--- src/rtl/ltc220x_pkg.sv ---
// Shared types and default sizing for the LTC220x multi-channel capture block.
package ltc220x_pkg;

    typedef enum logic [1:0] {
        ST_IDLE    = 2'd0,
        ST_CAPTURE = 2'd1,
        ST_DRAIN   = 2'd2
    } state_t;

    localparam int unsigned DEF_NUM_CH     = 16;
    localparam int unsigned DEF_DATA_W     = 16;
    localparam int unsigned DEF_FIFO_DEPTH = 16;
    localparam int unsigned DEF_LEN_W      = 16;
    localparam int unsigned DEF_DEC_W      = 8;

endpackage

--- src/rtl/ltc220x_sync_fifo.sv ---
// Single-clock first-word-fall-through FIFO; rd_data always shows the head entry.
module ltc220x_sync_fifo #(
    parameter  int unsigned WIDTH = 8,
    parameter  int unsigned DEPTH = 16,
    localparam int unsigned AW    = $clog2(DEPTH),
    localparam int unsigned CW    = AW + 1
) (
    input  logic             clk,
    input  logic             reset,
    input  logic             flush,
    input  logic             push,
    input  logic [WIDTH-1:0] wr_data,
    input  logic             pop,
    output logic [WIDTH-1:0] rd_data,
    output logic             full,
    output logic             empty,
    output logic [CW-1:0]    count
);

    logic [WIDTH-1:0] mem [DEPTH];
    logic [AW-1:0]    wr_ptr;
    logic [AW-1:0]    rd_ptr;
    logic             do_push;
    logic             do_pop;

    assign full    = (count == CW'(DEPTH));
    assign empty   = (count == '0);
    assign do_pop  = pop && !empty;
    // A push into a full FIFO is accepted when the head leaves in the same cycle.
    assign do_push = push && (!full || pop);
    assign rd_data = mem[rd_ptr];

    always_ff @(posedge clk) begin
        if (reset) begin
            wr_ptr <= '0;
            rd_ptr <= '0;
            count  <= '0;
            for (int i = 0; i < DEPTH; i++) begin
                mem[i] <= '0;
            end
        end else if (flush) begin
            wr_ptr <= '0;
            rd_ptr <= '0;
            count  <= '0;
        end else begin
            if (do_push) begin
                mem[wr_ptr] <= wr_data;
                wr_ptr      <= wr_ptr + AW'(1);
            end
            if (do_pop) begin
                rd_ptr <= rd_ptr + AW'(1);
            end
            unique case ({do_push, do_pop})
                2'b10:   count <= count + CW'(1);
                2'b01:   count <= count - CW'(1);
                default: ;
            endcase
        end
    end

endmodule

--- src/rtl/ltc220x_multi_capture.sv ---
// Captures decimated parallel ADC frames and serializes enabled channels
// into a stream of {last, chan, data} beats through an output FIFO.
module ltc220x_multi_capture
    import ltc220x_pkg::*;
#(
    parameter  int unsigned NUM_CH     = DEF_NUM_CH,
    parameter  int unsigned DATA_W     = DEF_DATA_W,
    parameter  int unsigned FIFO_DEPTH = DEF_FIFO_DEPTH,
    parameter  int unsigned LEN_W      = DEF_LEN_W,
    parameter  int unsigned DEC_W      = DEF_DEC_W,
    localparam int unsigned CH_W       = (NUM_CH > 1) ? $clog2(NUM_CH) : 1
) (
    input  logic                     clk,
    input  logic                     reset,
    input  logic                     start,
    input  logic                     abort,
    input  logic [NUM_CH-1:0]        cfg_ch_en,
    input  logic [LEN_W-1:0]         cfg_len,
    input  logic [DEC_W-1:0]         cfg_decim,
    input  logic                     cfg_twos,
    input  logic [NUM_CH*DATA_W-1:0] adc_data,
    input  logic                     adc_valid,
    output logic [DATA_W-1:0]        m_data,
    output logic [CH_W-1:0]          m_chan,
    output logic                     m_last,
    output logic                     m_valid,
    input  logic                     m_ready,
    output logic                     busy,
    output logic                     done,
    output logic                     overflow
);

    localparam int unsigned ENT_W = 1 + CH_W + DATA_W;
    localparam int unsigned CNT_W = $clog2(FIFO_DEPTH) + 1;

    state_t                   state;
    logic [NUM_CH-1:0]        ch_en_r;
    logic [LEN_W-1:0]         len_r;
    logic [DEC_W-1:0]         decim_r;
    logic                     twos_r;
    logic [DEC_W-1:0]         dec_cnt;
    logic [LEN_W-1:0]         frame_cnt;
    logic [NUM_CH*DATA_W-1:0] frame;
    logic [NUM_CH-1:0]        pending;
    logic                     frame_last;

    logic                     sel_found;
    logic [CH_W-1:0]          sel_chan;
    logic [DATA_W-1:0]        sel_data;
    logic [NUM_CH-1:0]        rest;
    logic                     push;
    logic                     push_last;
    logic [ENT_W-1:0]         push_word;
    logic [ENT_W-1:0]         pop_word;
    logic                     fifo_full;
    logic                     fifo_empty;
    logic [CNT_W-1:0]         fifo_count;
    logic [NUM_CH*DATA_W-1:0] conv;

    // Serializer: lowest pending channel goes out first, one per cycle.
    always_comb begin
        sel_found = 1'b0;
        sel_chan  = '0;
        sel_data  = '0;
        rest      = pending;
        for (int k = 0; k < NUM_CH; k++) begin
            if (!sel_found && pending[k]) begin
                sel_found = 1'b1;
                sel_chan  = CH_W'(k);
                sel_data  = frame[k*DATA_W +: DATA_W];
                rest[k]   = 1'b0;
            end
        end
        push      = sel_found && !fifo_full;
        push_last = frame_last && (rest == '0);
        push_word = {push_last, sel_chan, sel_data};
    end

    // Offset-binary to two's complement is a per-channel MSB flip.
    always_comb begin
        conv = adc_data;
        if (twos_r) begin
            for (int k = 0; k < NUM_CH; k++) begin
                conv[k*DATA_W + DATA_W - 1] = ~adc_data[k*DATA_W + DATA_W - 1];
            end
        end
    end

    always_ff @(posedge clk) begin
        if (reset) begin
            state      <= ST_IDLE;
            ch_en_r    <= '0;
            len_r      <= '0;
            decim_r    <= '0;
            twos_r     <= 1'b0;
            dec_cnt    <= '0;
            frame_cnt  <= '0;
            frame      <= '0;
            pending    <= '0;
            frame_last <= 1'b0;
            busy       <= 1'b0;
            done       <= 1'b0;
            overflow   <= 1'b0;
        end else if (abort) begin
            state      <= ST_IDLE;
            pending    <= '0;
            frame_last <= 1'b0;
            busy       <= 1'b0;
            done       <= 1'b0;
        end else begin
            done <= 1'b0;
            if (push) begin
                pending <= rest;
            end
            unique case (state)
                ST_IDLE: begin
                    if (start && (cfg_ch_en != '0) && (cfg_len != '0)) begin
                        ch_en_r    <= cfg_ch_en;
                        len_r      <= cfg_len;
                        decim_r    <= cfg_decim;
                        twos_r     <= cfg_twos;
                        dec_cnt    <= '0;
                        frame_cnt  <= '0;
                        frame_last <= 1'b0;
                        overflow   <= 1'b0;
                        busy       <= 1'b1;
                        state      <= ST_CAPTURE;
                    end
                end
                ST_CAPTURE: begin
                    if (adc_valid) begin
                        if (dec_cnt == decim_r) begin
                            dec_cnt <= '0;
                            // Serializer still busy: the kept frame is lost.
                            if (pending != '0) begin
                                overflow <= 1'b1;
                            end else begin
                                frame      <= conv;
                                pending    <= ch_en_r;
                                frame_cnt  <= frame_cnt + LEN_W'(1);
                                frame_last <= ((frame_cnt + LEN_W'(1)) == len_r);
                                if ((frame_cnt + LEN_W'(1)) == len_r) begin
                                    state <= ST_DRAIN;
                                end
                            end
                        end else begin
                            dec_cnt <= dec_cnt + DEC_W'(1);
                        end
                    end
                end
                ST_DRAIN: begin
                    if ((pending == '0) && (fifo_count == '0)) begin
                        state <= ST_IDLE;
                        busy  <= 1'b0;
                        done  <= 1'b1;
                    end
                end
                default: state <= ST_IDLE;
            endcase
        end
    end

    ltc220x_sync_fifo #(
        .WIDTH (ENT_W),
        .DEPTH (FIFO_DEPTH)
    ) u_fifo (
        .clk     (clk),
        .reset   (reset),
        .flush   (abort),
        .push    (push),
        .wr_data (push_word),
        .pop     (m_ready),
        .rd_data (pop_word),
        .full    (fifo_full),
        .empty   (fifo_empty),
        .count   (fifo_count)
    );

    assign m_valid                  = !fifo_empty;
    assign {m_last, m_chan, m_data} = pop_word;

endmodule

--- config.mk ---
export PLATFORM = sky130hd
export DESIGN_NAME = ltc220x_multi_capture
export DESIGN_NICKNAME = d
export VERILOG_FILES = /design/src/rtl/ltc220x_pkg.sv /design/src/rtl/ltc220x_sync_fifo.sv /design/src/rtl/ltc220x_multi_capture.sv
export SDC_FILE = /design/constraint.sdc
export NUM_CORES = 1
export LEC_CHECK = 0
export CAP_MARGIN = 20
export CORE_MARGIN = 1
export CORE_UTILIZATION = 47
export DETAILED_ROUTE_END_ITERATION = 7
export GPL_TIMING_DRIVEN = 0
export PLACE_DENSITY_LB_ADDON = 0.05
export SYNTH_ARGS = -nofsm -noshare
export SYNTH_HDL_FRONTEND = slang
export SYNTH_SLANG_ARGS = --single-unit
--- constraint.sdc ---
create_clock -name clk -period 9.5 [get_ports clk]
set_input_delay 0.95 -clock clk [delete_from_list [all_inputs] [get_ports clk]]
set_output_delay 0.95 -clock clk [all_outputs]
set_load 0.01 [all_outputs]
==> summary.txt <==
Clock network
  – Worst-skew pair later-pin latency: between 600 and 700 ps
  – Htree depth: 3
  – Clk buf depth: 3
  – Setup bufs post-CTS: 0
  – Hold_buf cts: 0
  – # resized after CTS: 0
  – Sink Count: 696
  – Num CTS Buffers: 76
  – CTS tree: done
  – Clock slew seen by the registers of the worst setup and hold paths: 60 ps
  – CTS root buffer: clkbuf_16

Power and ir drop
  – Leakage Power: 12.9 nW
  – Pwr dens: between 150 and 200 nW/um2
  – Max VDD drop: 108 uV
  – Pwr Total: approximately 6.6 mW

Global route
  – Total congestion overflow: 0
  – GRT Util Overall: 29.5%
  – Vias in the first global route: 24479
  – First-pass GRT wire length: around 150000 um
  – Largest net degree at the start of global routing: 22
  – Initial antenna violation count: 5

Setup path
  – Register-to-Register Path Depth: 19
  – Worst path bufs/invs: 3
  – Critical Path End: m_data[14]
  – WP data arrival: 4060 ps
  – Largest stage delay, worst path: 780 ps
  – Setup CP Type: flop to output pin
  – Worst setup SP type: flop
  – CP Max Fanout: 10
  – Critical path, cell by cell: clkbuf_1, buf_1, mux4_2, mux4_2, clkdlybuf4s50_1
  – CP endpoint kind: output pin
  – Worst r2r src: pending[2]$_SDFF_PP0_
  – Required time of the critical path: 8550 ps
  – Worst r2r dst: u_fifo.count[4]$_SDFFE_PP0P_
  – CP most frequent cell: mux4_2
  – Critical Path Stages: 5
  – Crit-path slowest cell: buf_1
  – R2r setup slk: 4500 ps
  – Crit path max-delay family: buffers and inverters

Timing
  – Final setup vio count: 0
  – Slew HR: 25.3%
  – Worst Max-Slew Pin Slew: 1120 ps
  – Period utilization: 52.7%
  – Pins over their slew limit: 0
  – Worst Clk Skew: about 25 ps
  – Max Freq: between 150 and 200 MHz
  – RSZ-0062 raised after global routing: false
  – Final Hold Fails: 0
  – Final min period: 5010 ps
  – Setup tns final: 0 ps

Finish
  – Final #Nets: 3828
  – Most frequent cells in the layout: nand2_1 (549), nor2_1 (482), dfxtp_1 (360)
  – Area grow syn2layout: 23.1%
  – Fin area: 38200 um2
  – Number of fill cells: 5587
  – Most common library cell in the layout ignoring fill and taps: nand2_1
  – Fraction of layout cells with a size suffix above 1: 9.21%

Placement
  – Placed Instance Area: 35500 um2
  – Dpl hpwl: 78100 um
  – Port buffer count: 326
  – Routability cong.: ~0.96

Die
  – I/O pin cnt: 328
  – Core box area: 64800 um2
  – Die ar.: 67000 um2
  – Initial Utilization: 47.9%
  – Die X: 259 um
  – DIE HEIGHT: 259 um
  – Cell row count: 93

Synthesis
  – Synth Instances: 3091
  – Post-Syn Area: 31000 um2
  – Syn Nets: 3405
  – Synth Register Bits: roughly 700
  – EDFF count, synth: roughly 340
  – FFs w/ async S/R, synth: 0%
  – Avg Cell Area, Syn: 10.0 um2
  – Ys flop type: dfxtp_1
  – Post-synthesis sequential area ratio: 55.8%
  – Library cells used by synthesis: slightly above 70
  – Synthesis Warnings: 0

Drt
  – Number of nets with antenna violations after routing: 0
  – Final WL: 99500 um
  – Avg WL per Cell: approximately 22 um
  – Detailed Route Iter0 Violations: 2176
  – DR vias: 24746
  – Drt drc: 0
  – Pre-antenna DRT Iters: 8
  – Vias per cell: 5.59

Status
  – Outcome: finished, final reports clean

Job
  – Max-Cap Viols: 0

Worst hold path
  – Hold Crit Class: flop to flop
==> layout make-up <==
| class | count | area [um2] | share of cell area [%] |
|---|---|---|---|
| Tap cell | 855 | 1070 | 2.80 |
| Buffer | 266 | 1100 | 2.89 |
| Multi-Input combinational cell | 2096 | 12500 | 32.7 |
| Clock buffer | 106 | 2230 | 5.84 |
| Inverter | 33 | 124 | 0.324 |
| Clock inverter | 32 | 317 | 0.829 |
| Antenna cell | 1 | 2.50 | 0.00656 |
| Sequential cell | 696 | 17300 | 45.3 |
| Timing Repair Buffer | 345 | 3540 | 9.26 |
==> report_power, final <==
group	switching, mW	total, mW	internal (mW)
clock	1.22	3.00	1.78
combinational	0.181	0.372	0.191
sequential	0.0298	3.24	3.21
total	1.43	6.60	5.18
==> layer usage <==
layer  vias up  global-route usage, %  share of wire, %
li1      11734                      -                 -
met1     12035                   38.1                42
met2       804                   50.6                50
met3       165                   3.91               5.5
met4         8                   10.6               3.2
met5         -                      0             0.052
==> metrics by stage <==
step / std cells / setup WS (ps) / utilization [%] / hold WS [ps]
2_1_floorplan: 3091 / 5800 / - / 431
3_3_place_gp: 4272 / 4720 / 54.5 / 437
3_5_place_dp: 4285 / 4580 / 54.8 / 446
4_1_cts: 4423 / 4390 / 58.8 / 456
5_1_grt: 4429 / 4230 / 58.9 / 471
6_report: 4430 / 4490 / 58.9 / 457
==> how the worst min path moves through the flow <==
stage	start	end	slack, ps	depth (start not counted)
floorplan	frame[108]$_SDFFE_PP0P_	frame[108]$_SDFFE_PP0P_	430	2
global placement	frame[16]$_SDFFE_PP0P_	frame[16]$_SDFFE_PP0P_	440	2
detailed placement	frame[253]$_SDFFE_PP0P_	frame[253]$_SDFFE_PP0P_	450	2
CTS	frame[253]$_SDFFE_PP0P_	frame[253]$_SDFFE_PP0P_	460	2
global route	frame[165]$_SDFFE_PP0P_	frame[165]$_SDFFE_PP0P_	470	2
finish	frame[253]$_SDFFE_PP0P_	frame[253]$_SDFFE_PP0P_	460	2
==> worst reg2reg max path: stages (launching register included) <==
cell and delay [ps]:
dfxtp_1 390, nor4_2 700, and3_1 260, buf_2 190, buf_4 210, nand2_1 110, and2_1 240, clkbuf_1 190
clkbuf_1 330, inv_1 370, ha_1 240, clkbuf_1 330, xor2_1 200, ha_1 210, o21ai_0 90, a21oi_1 180
a21oi_1 100, xor2_1 150, or3_1 320, a21oi_1 130
==> cells in the mapped netlist, types with 14 or more instances <==
master	count	area, um2
a22oi_1	17	128
edfxtp_1	336	10100
nor2_1	482	1810
buf_1	23	86.3
nand2_1	549	2060
inv_1	33	124
buf_2	44	220
o21ai_0	81	405
mux4_2	105	2360
clkbuf_1	190	713
mux2i_1	43	430
a21oi_1	352	1760
a221o_1	14	140
xor2_1	24	210
a221oi_1	14	123
xnor2_1	35	307
nor3_1	40	200
o22ai_1	29	181
nand2b_1	42	263
a211o_1	25	219
nand4_1	14	87.6
dfxtp_1	360	7210
nand3_1	37	185
a211oi_1	21	158
==> flip-flops by register name, indices dropped and copies added, names as in the netlist, 2 cells and up, named ones only <==
name and count:
frame_cnt 16, len_r 16, u_fifo.rd_ptr 4, decim_r 8, ch_en_r 16, u_fifo.mem 336
dec_cnt 8, frame 256, u_fifo.wr_ptr 4, pending 16, u_fifo.count 5, state 2
==> cells by family after synthesis <==
logic type / Yosys count / share of synthesized area [%]
mux: 151 / 9.12
flops: 696 / 55.8
xor+xnor: 59 / 1.67
fa+ha+maj: 13 / 0.508
compound gates: 608 / 11.8
simple gates: 1265 / 17.2
buf+inv: 299 / 3.96
Note: power is estimated with default switching activity, not from simulation.
